**config.mk**
```make
export PLATFORM = sky130hd
export DESIGN_NAME = frame_sync_lock
export DESIGN_NICKNAME = d
export VERILOG_FILES = /design/src/rtl/frame_sync_pkg.sv /design/src/rtl/frame_slot_cnt.sv /design/src/rtl/frame_sync_lock.sv
export SDC_FILE = /design/constraint.sdc
export NUM_CORES = 1
export LEC_CHECK = 0
export BUFFER_PORTS_ARGS = -buffer_cell sky130_fd_sc_hd__buf_2
export CORE_ASPECT_RATIO = 1.25
export CORE_MARGIN = 2
export CORE_UTILIZATION = 55
export DETAILED_ROUTE_END_ITERATION = 16
export MAX_ROUTING_LAYER = met4
export PLACE_DENSITY = 0.78
export SYNTH_ARGS = -nofsm -noshare
export SYNTH_HDL_FRONTEND = slang
export SYNTH_SLANG_ARGS = --single-unit
export TNS_END_PERCENT = 10
```
**constraint.sdc**
```tcl
create_clock -name clk -period 2.8 [get_ports clk]
set_clock_uncertainty 0.2 [all_clocks]
set_input_delay 0.14 -clock clk [delete_from_list [all_inputs] [get_ports clk]]
set_output_delay 0.14 -clock clk [all_outputs]
set_load 0.05 [all_outputs]
```
**src/rtl/frame_sync_pkg.sv**
```systemverilog
// Shared types and constants for the frame sync lock block: state encoding,
// counter width and the saturating increment used by the hit/miss counters.
package frame_sync_pkg;

  localparam int STATE_W = 2;
  localparam int CNT_W   = 4;

  typedef enum logic [STATE_W-1:0] {
    SEARCH  = 2'd0,
    CONFIRM = 2'd1,
    LOCK    = 2'd2
  } sync_state_e;

  function automatic logic [CNT_W-1:0] sat_inc(input logic [CNT_W-1:0] v);
    if (v == {CNT_W{1'b1}}) begin
      return v;
    end else begin
      return v + {{(CNT_W-1){1'b0}}, 1'b1};
    end
  endfunction

endpackage

```
**src/rtl/frame_slot_cnt.sv**
```systemverilog
// Slot position counter within a frame; wraps FRAME_LEN-1 -> 0.
// clr_to_0 has priority over clr_to_1, which has priority over en.
module frame_slot_cnt #(
  parameter int FRAME_LEN = 16
) (
  input  logic       clk,
  input  logic       rst_n,
  input  logic       en,
  input  logic       clr_to_1,
  input  logic       clr_to_0,
  output logic [7:0] slot
);

  localparam logic [7:0] LAST_SLOT = 8'(FRAME_LEN - 1);

  logic [7:0] slot_d;
  logic [7:0] slot_q;

  // Next slot value selection
  always_comb begin
    slot_d = slot_q;
    if (clr_to_0) begin
      slot_d = 8'd0;
    end else if (clr_to_1) begin
      slot_d = 8'd1;
    end else if (en) begin
      if (slot_q == LAST_SLOT) begin
        slot_d = 8'd0;
      end else begin
        slot_d = slot_q + 8'd1;
      end
    end else begin
      slot_d = slot_q;
    end
  end

  // Slot register
  always_ff @(posedge clk or negedge rst_n) begin
    if (!rst_n) begin
      slot_q <= 8'd0;
    end else begin
      slot_q <= slot_d;
    end
  end

  assign slot = slot_q;

endmodule

```
**src/rtl/frame_sync_lock.sv**
```systemverilog
// Frame synchroniser: searches for SYNC_WORD, confirms it at the frame period,
// then tracks lock, tolerating up to MISS_N-1 consecutive missed sync slots.
module frame_sync_lock
  import frame_sync_pkg::*;
#(
  parameter int                DATA_W    = 8,
  parameter logic [DATA_W-1:0] SYNC_WORD = DATA_W'(8'hF7),
  parameter int                FRAME_LEN = 16,
  parameter int                CONFIRM_N = 3,
  parameter int                MISS_N    = 2
) (
  input  logic              clk,
  input  logic              rst_n,
  input  logic [DATA_W-1:0] data,
  input  logic              data_valid,
  output logic              syn_out_flag,
  output logic              locked,
  output logic [1:0]        sync_state,
  output logic [7:0]        slot
);

  localparam logic [CNT_W-1:0] CONFIRM_TH = CNT_W'(CONFIRM_N);
  localparam logic [CNT_W-1:0] MISS_TH    = CNT_W'(MISS_N);

  sync_state_e      state_d, state_q;
  logic [CNT_W-1:0] hit_d, hit_q;
  logic [CNT_W-1:0] miss_d, miss_q;
  logic             flag_d, flag_q;
  logic             locked_d, locked_q;
  logic             slot_en_s, slot_clr1_s, slot_clr0_s;
  logic             match_s, in_slot_s;
  logic [CNT_W-1:0] hit_inc_s, miss_inc_s;

  assign match_s    = (data == SYNC_WORD);
  assign in_slot_s  = (slot == 8'd0);
  assign hit_inc_s  = sat_inc(hit_q);
  assign miss_inc_s = sat_inc(miss_q);

  // Next-state, counter and slot-control decode
  always_comb begin
    state_d     = state_q;
    hit_d       = hit_q;
    miss_d      = miss_q;
    flag_d      = 1'b0;
    slot_en_s   = 1'b0;
    slot_clr1_s = 1'b0;
    slot_clr0_s = 1'b0;
    if (data_valid) begin
      case (state_q)
        SEARCH: begin
          if (match_s) begin
            slot_clr1_s = 1'b1;
            hit_d       = {CNT_W{1'b0}};
            state_d     = CONFIRM;
          end else begin
            slot_clr0_s = 1'b1;
          end
        end
        CONFIRM: begin
          if (in_slot_s && match_s) begin
            hit_d     = hit_inc_s;
            slot_en_s = 1'b1;
            if (hit_inc_s >= CONFIRM_TH) begin
              state_d = LOCK;
              miss_d  = {CNT_W{1'b0}};
              flag_d  = 1'b1;
            end else begin
              state_d = CONFIRM;
            end
          end else if (in_slot_s) begin
            state_d     = SEARCH;
            slot_clr0_s = 1'b1;
          end else begin
            slot_en_s = 1'b1;
          end
        end
        LOCK: begin
          if (in_slot_s && match_s) begin
            flag_d    = 1'b1;
            miss_d    = {CNT_W{1'b0}};
            slot_en_s = 1'b1;
          end else if (in_slot_s) begin
            miss_d = miss_inc_s;
            if (miss_inc_s >= MISS_TH) begin
              state_d     = SEARCH;
              slot_clr0_s = 1'b1;
            end else begin
              slot_en_s = 1'b1;
            end
          end else begin
            slot_en_s = 1'b1;
          end
        end
        default: begin
          state_d     = SEARCH;
          slot_clr0_s = 1'b1;
        end
      endcase
    end else begin
      state_d = state_q;
    end
    locked_d = (state_d == LOCK);
  end

  // State, counters and registered outputs
  always_ff @(posedge clk or negedge rst_n) begin
    if (!rst_n) begin
      state_q  <= SEARCH;
      hit_q    <= {CNT_W{1'b0}};
      miss_q   <= {CNT_W{1'b0}};
      flag_q   <= 1'b0;
      locked_q <= 1'b0;
    end else begin
      state_q  <= state_d;
      hit_q    <= hit_d;
      miss_q   <= miss_d;
      flag_q   <= flag_d;
      locked_q <= locked_d;
    end
  end

  frame_slot_cnt #(
    .FRAME_LEN (FRAME_LEN)
  ) u_slot_cnt (
    .clk      (clk),
    .rst_n    (rst_n),
    .en       (slot_en_s),
    .clr_to_1 (slot_clr1_s),
    .clr_to_0 (slot_clr0_s),
    .slot     (slot)
  );

  assign syn_out_flag = flag_q;
  assign locked       = locked_q;
  assign sync_state   = state_q;

endmodule
```
==> impl_metrics.env, run 1 <==
export IMPL_outcome="finished clean"
export IMPL_timing_critical_path_required_ns=2.81
export IMPL_seqPwrFrac_pct=33.6
export IMPL_fin_tns_setup_ns=0
export IMPL_dr_pass1_iters=4
export IMPL_min_path_type="in2async"
export IMPL_ant_nets=0
export IMPL_max_stage_delay_ns=0.47
export IMPL_max_freq_ghz=0.428
export IMPL_antenna_cells=0
export IMPL_syn_instance_count=149
export IMPL_wire_per_inst_um=13.8
export IMPL_grt_pass1_wl_um=4770
export IMPL_total_clock_buffers_created_by_cts=3
export IMPL_worst_slew_pin_transition_ns=0.467
export IMPL_timing_critical_path_arrival_ns=2.34
export IMPL_final_period_utilization_pct=83.5
export IMPL_io_pins=23
export IMPL_initial_utilization_pct=56.6
export IMPL_worstSetupStartpointType="flip-flop"
export IMPL_synth_edf_count=0
export IMPL_post_place_cells=203
export IMPL_cts_tree="yes"
export IMPL_worstSkewPairLatency_ns=0.31
export IMPL_unrepaired_setup_endpoints_after_global_routing="no"
export IMPL_cts_max_path_buffers=2
export IMPL_synthFlopType="dfrtp_1"
export IMPL_largest_net_degree_at_the_start_of_global_routing=21
export IMPL_cpMaxStageDelayCell="dfrtp_1"
export IMPL_final_max_slew_viol_count=0
export IMPL_die_height_um=59.3
export IMPL_layout_commonest_cell="buf_2"
export IMPL_met3_wirelength_um=94
export IMPL_cellPowerDensity_mw_per_mm2=730
export IMPL_hold_violations=0
export IMPL_leakage_nw=0.706
export IMPL_sum_of_met2_wire_segment_lengths_after_detailed_routing_um=1530
export IMPL_postSynth_asyncResetShare_pct=100
export IMPL_die_width_um=48.2
export IMPL_dieArea_sq_mm=0.00286
export IMPL_num_rows=20
export IMPL_most_common_layout_cells="22 x buf_2, 20 x dfrtp_1, 15 x nand2_1, 15 x a21oi_1, 14 x nor2_1"
export IMPL_grt_usage_pct=23.3
export IMPL_synthesis_yosys_warnings=0
export IMPL_cts_setup_buffers=0
export IMPL_routed_top_layer="met4"
export IMPL_power_total_mw=1.13
export IMPL_vias_per_inst=5.81
export IMPL_globalRouteOverflowTotal=0
export IMPL_finish_net_count=196
export IMPL_maxCapViolCount=0
export IMPL_internal_power_mw=0.616
export IMPL_clkTransAtPathRegs_ns=0.11
export IMPL_synth_ff_latch_count=20
export IMPL_clock_tree_htree_level_count=1
export IMPL_via_count=1214
export IMPL_netlist_area_before_placement_sq_mm=0.00135
export IMPL_io_buffers=22
export IMPL_finalCriticalPeriod_ns=2.34
export IMPL_core_area_sq_mm=0.00238
export IMPL_m1WireLength_um=1190
export IMPL_drt_initial_drc_count=45
export IMPL_clock_root_buffer="clkbuf_4"
export IMPL_seq_area_frac_synth_pct=37.2
export IMPL_synthDistinctLibCells=45
export IMPL_drc=0
export IMPL_layout_drive_gt1_share_pct=20.5
export IMPL_layout_cells_non_filler=209
export IMPL_setup_worst_path_class="reg2reg"
export IMPL_power_share_clock_pct=15.2
export IMPL_first_global_vias=1140
export IMPL_irDropWorstVdd_v=0.000328
export IMPL_crit_chain="ha_1, and2_1, a21oi_1, o311ai_1, a211oi_4, o21ai_1, mux2_2"
export IMPL_power_frac_comb_pct=51.2
export IMPL_areaGrowthSynthToFinish_pct=15.1
export IMPL_clock_sinks=20
export IMPL_place_gp_congestion=0.871
export IMPL_antenna_violations_before_repair=0
export IMPL_detailedPlacementHpwl_um=2190
export IMPL_slew_headroom_pct=68.4
export IMPL_setup_violations=0
export IMPL_maximum_fanout_along_the_worst_path=7
export IMPL_power_switching_mw=0.514
export IMPL_synth_area_per_cell_sq_um=9.03
export IMPL_crit_path_end_kind="flip-flop"
export IMPL_power_switching_share_pct=45.5
export IMPL_mappedNetlistNets=168
export IMPL_postRouteWirelength_um=2880
critical path, delay by kind of cell, from the launching register on:
family / cells / cell delay (ns)
multiplexers: 1 / 0.28
flip-flops: 1 / 0.47
AND/OR/NAND/NOR: 1 / 0.18
adder cells (fa/ha/maj): 1 / 0.28
AO/OA/AOI/OAI: 4 / 0.83
synthesized netlist by cell type (2+ instances only):
cell type / number / share of area, %
dfrtp_1: 20 / 37
a21oi_1: 15 / 5.6
nand2_1: 15 / 4.2
nor2_1: 14 / 3.9
ha_1: 8 / 7.4
nand2b_1: 6 / 2.8
nand3_1: 6 / 2.2
inv_1: 5 / 1.4
nor3_1: 5 / 1.9
o21ai_1: 4 / 1.5
and3_1: 3 / 1.4
o21ai_0: 3 / 1.1
xnor2_1: 3 / 2.0
a22o_1: 2 / 1.3
a41oi_1: 2 / 1.3
and2_1: 2 / 0.93
mux2i_1: 2 / 1.5
nand4_1: 2 / 0.93
nand4b_1: 2 / 1.3
nor2_2: 2 / 0.93
nor2b_1: 2 / 0.93
o311ai_1: 2 / 1.3
or3_1: 2 / 0.93
repair_timing:
item	4_1_cts	5_1_grt
setup endpoints to repair	0	0
hold buffers	2	0
gates resized for setup	0	0
hold endpoints to repair	21	0
state kept, by name, indices dropped and copies added, names as in the netlist:
register         flops
hit_q                4
locked               1
miss_q               4
syn_out_flag         1
sync_state           2
u_slot_cnt.slot      8
power by group through the flow:
| stage | Combinational, mW | Sequential [mW] | Clock, mW |
|---|---|---|---|
| detailed placement | 0.573 | 0.385 | 0 |
| finish | 0.579 | 0.379 | 0.172 |
| global placement | 0.558 | 0.381 | 0 |
| CTS | 0.579 | 0.379 | 0.174 |
| global route | 0.634 | 0.386 | 0.185 |
| floorplan | 0.357 | 0.471 | 0 |
metal layers:
layer | global-route usage, % | vias up
li1 | - | 607
met1 | 26.3 | 567
met2 | 40.4 | 31
met3 | 3.05 | 9
met4 | 8.11 | 0
met5 | - | -
area by class of cell:
class                           count  area [sq um]
Clock buffer                        4          36.3
Timing Repair Buffer               24           130
Inverter                            5          18.8
Multi-Input combinational cell    123           821
Fill cell                         211           830
Sequential cell                    20           500
Tap cell                           33          41.3
metrics by stage:
step | hold slack, ns | cell area [sq um] | util, % | worst slack (ns)
floorplan | -0.356 | 1350 | - | 0.575
global placement | -0.0915 | 1490 | 62.7 | 0.577
detailed placement | -0.0855 | 1490 | 62.7 | 0.470
CTS | 0.108 | 1550 | 65.1 | 0.453
global route | 0.157 | 1550 | 65.1 | 0.293
finish | 0.0921 | 1550 | 65.1 | 0.462
path summary, 6_finish.rpt:
kind                       startpoint                 end  slack (ns)  cells past startpoint
setup / recovery             hit_q[0]           miss_q[0]        0.46                      7
hold / removal                  rst_n       sync_state[1]        0.09                      2
setup reg to reg             hit_q[0]           miss_q[0]        0.46                      7
hold reg to reg              hit_q[0]            hit_q[0]        0.40                      1
max in group asynchronous       rst_n  u_slot_cnt.slot[4]        2.00                      2
min in group clk              data[4]            hit_q[0]        0.20                      7
cell families (layout without fill, tap and decap cells):
group                      Yosys count  in the layout  share of synthesized area (%)
adders and majority gates            8              8                           7.44
DFF                                 20             20                           37.2
muxes                                3              3                           2.33
AOI/OAI and AO/OA                   41             41                           22.0
xor gates and xnor gates             4              4                           2.61
buffers and inverters                6             33                           1.77
and+or+nand+nor                     67             67                           26.7
No activity file was read; power rests on OpenSTA's default activity.
==> run 2: changes to the inputs <==
clock period = 2.26 ns   (was 2.8 ns; I/O delays follow)
==> run 2 against run 1 <==
Setup slack lost 0.41 ns. Flip-flop and latch count is the same. Clock power grew 70%. Sequential power grew 26%. Cell count grew 2.9%. Global-route usage grew 2.0 points. Hold slack lost 0.024 ns. Utilization grew 4.7 points. Critical path depth is the same. Largest cell class unchanged.
==> impl_metrics.env, run 2 (synthesis gave the netlist of run 1 again) <==
export IMPL_irDropWorstVdd_v=0.000529
export IMPL_setup_violations=0
export IMPL_dieArea_sq_mm=0.00286
export IMPL_worstSetupStartpointType="flip-flop"
export IMPL_total_clock_buffers_created_by_cts=3
export IMPL_cpMaxStageDelayCell="dfrtp_2"
export IMPL_crit_chain="ha_4, and2_1, a21oi_1, o311ai_2, a222oi_1, or3_1, a31oi_1"
export IMPL_power_share_clock_pct=18.4
export IMPL_globalRouteOverflowTotal=0
export IMPL_crit_path_end_kind="flip-flop"
export IMPL_drc=0
export IMPL_worst_slew_pin_transition_ns=0.463
export IMPL_core_area_sq_mm=0.00238
export IMPL_finalCriticalPeriod_ns=2.21
export IMPL_place_gp_congestion=0.851
export IMPL_clock_tree_htree_level_count=1
export IMPL_final_critical_path_setup_slack_ns=0.0544
export IMPL_grt_usage_pct=25.4
export IMPL_final_period_utilization_pct=97.6
export IMPL_clkTransAtPathRegs_ns=0.12
export IMPL_timing_critical_path_required_ns=2.28
export IMPL_antenna_cells=0
export IMPL_max_freq_ghz=0.453
export IMPL_clock_sinks=20
export IMPL_leakage_nw=0.738
export IMPL_clock_root_buffer="clkbuf_4"
export IMPL_grt_pass1_wl_um=5060
export IMPL_outcome="finished clean"
export IMPL_via_count=1241
export IMPL_io_buffers=22
export IMPL_antenna_violations_before_repair=0
export IMPL_timing_critical_path_arrival_ns=2.23
export IMPL_postRouteWirelength_um=3230
export IMPL_maximum_fanout_along_the_worst_path=5
export IMPL_number_of_flip_flops_under_the_largest_register_name=8
export IMPL_unrepaired_setup_endpoints_after_global_routing="yes"
export IMPL_cts_tree="yes"
export IMPL_power_frac_comb_pct=51.5
export IMPL_maxCapViolCount=0
export IMPL_power_switching_share_pct=43.1
export IMPL_drt_initial_drc_count=42
export IMPL_layout_commonest_cell="buf_2"
export IMPL_seqPwrFrac_pct=30.1
export IMPL_setup_worst_path_class="reg2reg"
export IMPL_cts_max_path_buffers=2
export IMPL_dr_pass1_iters=4
export IMPL_most_common_layout_cells="22 x buf_2, 18 x dfrtp_1, 15 x nand2_1"
export IMPL_internal_power_mw=0.903
export IMPL_die_width_um=48.2
export IMPL_die_height_um=59.3
export IMPL_detailedPlacementHpwl_um=2300
export IMPL_num_rows=20
export IMPL_max_stage_delay_ns=0.46
export IMPL_initial_utilization_pct=56.6
export IMPL_io_pins=23
export IMPL_ant_nets=0
export IMPL_power_switching_mw=0.683
export IMPL_largest_net_degree_at_the_start_of_global_routing=21
export IMPL_first_global_vias=1185
export IMPL_areaGrowthSynthToFinish_pct=23.4
export IMPL_vias_per_inst=5.77
export IMPL_final_max_slew_viol_count=0
export IMPL_layout_drive_gt1_share_pct=27.5
export IMPL_cellPowerDensity_mw_per_mm2=955
export IMPL_placement_setup_worst_slack_ns=0.0110
export IMPL_wire_per_inst_um=15.0
export IMPL_power_total_mw=1.59
export IMPL_hold_violations=0
export IMPL_slew_headroom_pct=69.1
export IMPL_min_path_type="in2async"
export IMPL_worstSkewPairLatency_ns=0.31
export IMPL_finish_net_count=202
==> run 2: changes by cell type in the layout (fill, tap and decap cells not counted), moves of 2 or more <==
cell and delta:
dfrtp_1 -2, o311ai_2 +2, dfrtp_2 +2, o311ai_1 -2
buf_4 +6
==> run 2: through the flow <==
step	instance area, sq um	setup TNS, ns	cells	util (%)	hold slack (ns)
after floorplan	1350	0	149	-	-0.383
after global placement	1530	0	208	64.3	-0.118
after detailed placement	1530	0	208	64.3	-0.111
after CTS	1610	0	214	67.7	0.0771
after global routing	1660	-0.0520	215	69.8	0.137
final	1660	0	215	69.8	0.0681
==> run 2: path summary, 6_finish.rpt <==
path                       startpoint      endpoint  slack, ns  cells after the start
setup reg to reg            miss_q[1]        locked       0.05                      7
hold / removal                  rst_n  syn_out_flag       0.07                      2
hold reg to reg              hit_q[0]      hit_q[0]       0.40                      2
max in group asynchronous       rst_n     miss_q[0]       1.44                      2
setup / recovery            miss_q[1]        locked       0.05                      7
min in group clk              data[4]      hit_q[0]       0.22                      7
==> run 2: layout make-up <==
cell class	instances	area, sq um
multi-input cells	123	870
repair buffers	30	175
inverters	5	18.8
flip-flops and latches	20	503
clock inverters	1	30.0
clock buffers	3	22.5
fillers	195	717
well taps	33	41.3
==> run 2: power groups by stage <==
stage / logic (mW) / registers, mW / clock network (mW)
final: 0.816 / 0.478 / 0.292
after detailed placement: 0.732 / 0.475 / 0
after global placement: 0.713 / 0.468 / 0
after CTS: 0.760 / 0.469 / 0.296
after floorplan: 0.442 / 0.584 / 0
after global routing: 0.891 / 0.484 / 0.314
==> run 2: timing repair <==
item | 4_1_cts | 5_1_grt
hold endpoints to repair | 23 | 0
pin swaps | 1 | 4
hold buffers | 2 | 0
setup endpoints to repair | 3 | 12
resized for setup | 2 | 8
setup buffers | 0 | 1
==> run 2: per-layer routing <==
metal | up-vias | GRT usage (%) | routed length [um] | share of wire (%)
li1 | 616 | - | - | -
met1 | 593 | 28.2 | 1280 | 40
met2 | 22 | 43.4 | 1780 | 55
met3 | 10 | 3.35 | 70 | 2.2
met4 | 0 | 10.4 | 91 | 2.8
met5 | - | - | 0 | 0
==> run 2: worst max-delay path: cells and delay by family (launching register included) <==
| family | cells | cell delay [ns] |
|---|---|---|
| compound gates | 4 | 0.79 |
| simple gates | 2 | 0.50 |
| flops | 1 | 0.46 |
| fa+ha+maj | 1 | 0.18 |
==> run 3: changes to the inputs <==
CORE_MARGIN = 1.5   (was 2)
==> run 3 against run 2 <==
Clock power fell by 43%. Clock-buffer cell count did not move. Total power fell by 7.8%. Sequential power barely moved. Global-route usage fell by 0.37 points. Sequential share of layout area rose by 0.80 points. Utilization rose by 1.8 points. Largest cell class unchanged. Flip-flop and latch count did not move. Setup slack improved by 0.039 ns.
==> impl_metrics.env, run 3 (synthesis gave the netlist of run 1 again) <==
export IMPL_timing_critical_path_required_ns=2.26
export IMPL_num_rows=19
export IMPL_finish_net_count=202
export IMPL_dieArea_sq_mm=0.00275
export IMPL_ant_nets=0
export IMPL_power_switching_mw=0.677
export IMPL_largest_net_degree_at_the_start_of_global_routing=21
export IMPL_internal_power_mw=0.785
export IMPL_worstSkewPairLatency_ns=0.30
export IMPL_worst_reg2reg_path_depth=7
export IMPL_busiest_layer="met2"
export IMPL_final_critical_path_setup_slack_ns=0.0934
export IMPL_crit_chain="ha_1, and2_1, a21oi_2, o311ai_2, a211oi_4, o21ai_1, mux2_2"
export IMPL_areaGrowthSynthToFinish_pct=20.3
export IMPL_rrSetupSlack_ns=0.09
export IMPL_slew_headroom_pct=71.6
export IMPL_irDropWorstVdd_v=0.000607
export IMPL_layout_commonest_cell="buf_2"
export IMPL_cpMaxStageDelayCell="dfrtp_1"
export IMPL_clock_sinks=20
export IMPL_number_of_flip_flops_under_the_largest_register_name=8
export IMPL_max_freq_ghz=0.462
export IMPL_clkTransAtPathRegs_ns=0.11
export IMPL_globalRouteOverflowTotal=0
export IMPL_most_common_layout_cells="22 x buf_2, 18 x dfrtp_1, 15 x nand2_1"
export IMPL_worst_slew_pin_transition_ns=0.425
export IMPL_final_period_utilization_pct=95.9
export IMPL_cts_max_path_buffers=2
export IMPL_critical_path_reg2reg_startpoint="hit_q[0]"
export IMPL_outcome="finished clean"
export IMPL_maxCapViolCount=0
export IMPL_max_stage_delay_ns=0.40
export IMPL_core_area_sq_mm=0.00226
export IMPL_place_gp_congestion=0.854
export IMPL_use_met3_pct=3.68
export IMPL_drt_initial_drc_count=39
export IMPL_worstSetupStartpointType="flip-flop"
export IMPL_crit_path_end_kind="flip-flop"
export IMPL_clock_tree_htree_level_count=1
export IMPL_finalInstanceArea_sq_mm=0.00162
export IMPL_crit_start="hit_q[0]"
export IMPL_final_max_slew_viol_count=0
export IMPL_cts_tree="yes"
export IMPL_power_frac_comb_pct=55.7
export IMPL_power_total_mw=1.46
export IMPL_gr_usage_met1_pct=31.1
export IMPL_vias_per_inst=5.95
export IMPL_timing_critical_path_arrival_ns=2.16
export IMPL_worstPathBufferInverterCount=0
export IMPL_io_pins=23
export IMPL_finalCoreUtilization_pct=71.6
export IMPL_postRouteWirelength_um=3050
export IMPL_timing_critical_path_max_delay_family="compound AO/OA/AOI/OAI gates"
export IMPL_dr_pass1_iters=4
export IMPL_leakage_nw=0.720
export IMPL_io_buffers=22
export IMPL_worstSetupEndpoint="miss_q[0]"
export IMPL_finalCriticalPeriod_ns=2.17
export IMPL_first_global_vias=1138
export IMPL_detailedPlacementHpwl_um=2250
export IMPL_maximum_fanout_along_the_worst_path=5
export IMPL_hold_violations=0
export IMPL_fill_cells=167
export IMPL_via_count=1262
export IMPL_min_path_type="in2async"
export IMPL_antenna_violations_before_repair=0
export IMPL_critical_path_reg2reg_endpoint="miss_q[0]"
export IMPL_total_clock_buffers_created_by_cts=3
export IMPL_initial_utilization_pct=59.6
export IMPL_grt_pass1_wl_um=4890
export IMPL_power_share_clock_pct=11.4
export IMPL_layout_drive_gt1_share_pct=26.0
export IMPL_clock_root_buffer="clkbuf_4"
export IMPL_antenna_cells=0
export IMPL_critical_path_depth=7
export IMPL_groute_layer_met2_usage_pct=38.8
export IMPL_setup_violations=0
export IMPL_setup_worst_path_class="reg2reg"
export IMPL_die_height_um=58.3
export IMPL_placed_cell_area_sq_mm=0.00153
export IMPL_cellPowerDensity_mw_per_mm2=904
export IMPL_die_width_um=47.2
export IMPL_drc=0
export IMPL_placement_setup_worst_slack_ns=0.0187
export IMPL_wire_per_inst_um=14.4
export IMPL_power_switching_share_pct=46.3
export IMPL_seqPwrFrac_pct=32.9
export IMPL_grt_usage_pct=25.0
export IMPL_fin_tns_setup_ns=0
[run 3: through the flow]
stage / hold slack [ns] / instances
6_report: 0.0768 / 212
5_1_grt: 0.134 / 212
4_1_cts: 0.0872 / 211
3_5_place_dp: -0.120 / 206
3_3_place_gp: -0.120 / 206
2_1_floorplan: -0.383 / 149
[run 3: worst min path at each step]
stage	startpoint	to	slack, ns
floorplan	rst_n	hit_q[0]	-0.38
global placement	rst_n	miss_q[3]	-0.12
detailed placement	rst_n	miss_q[3]	-0.12
CTS	rst_n	miss_q[3]	0.09
global route	rst_n	locked	0.13
finish	rst_n	miss_q[3]	0.08
[run 3: area by class of cell]
| class | instances | area (sq um) | share of cell area (%) |
|---|---|---|---|
| Multi-Input combinational cell | 123 | 860 | 53.1 |
| Sequential cell | 20 | 503 | 31.1 |
| Inverter | 5 | 18.8 | 1.16 |
| Timing Repair Buffer | 30 | 175 | 10.8 |
| Tap cell | 31 | 38.8 | 2.40 |
| Clock buffer | 3 | 22.5 | 1.39 |
[run 3: power groups by stage]
stage	registers, mW	logic, mW	clock network [mW]
2_1_floorplan	0.584	0.442	0
3_3_place_gp	0.470	0.721	0
3_5_place_dp	0.474	0.742	0
4_1_cts	0.471	0.750	0.173
5_1_grt	0.488	0.872	0.189
6_report	0.481	0.814	0.167
[run 3: timing repair]
action / in CTS / in global routing
gates resized for setup: 0 / 8
hold buffers: 2 / 0
endpoints found under the setup margin: 1 / 12
endpoints found under the hold margin: 21 / 0
pin swaps: 1 / 1
buffers inserted: 0 / 1
[run 3: layer usage]
layer  vias up  wire length, um
met5         -                0
met4         0              107
met3        14               88
met2        33             1570
met1       596             1280
li1        619                -
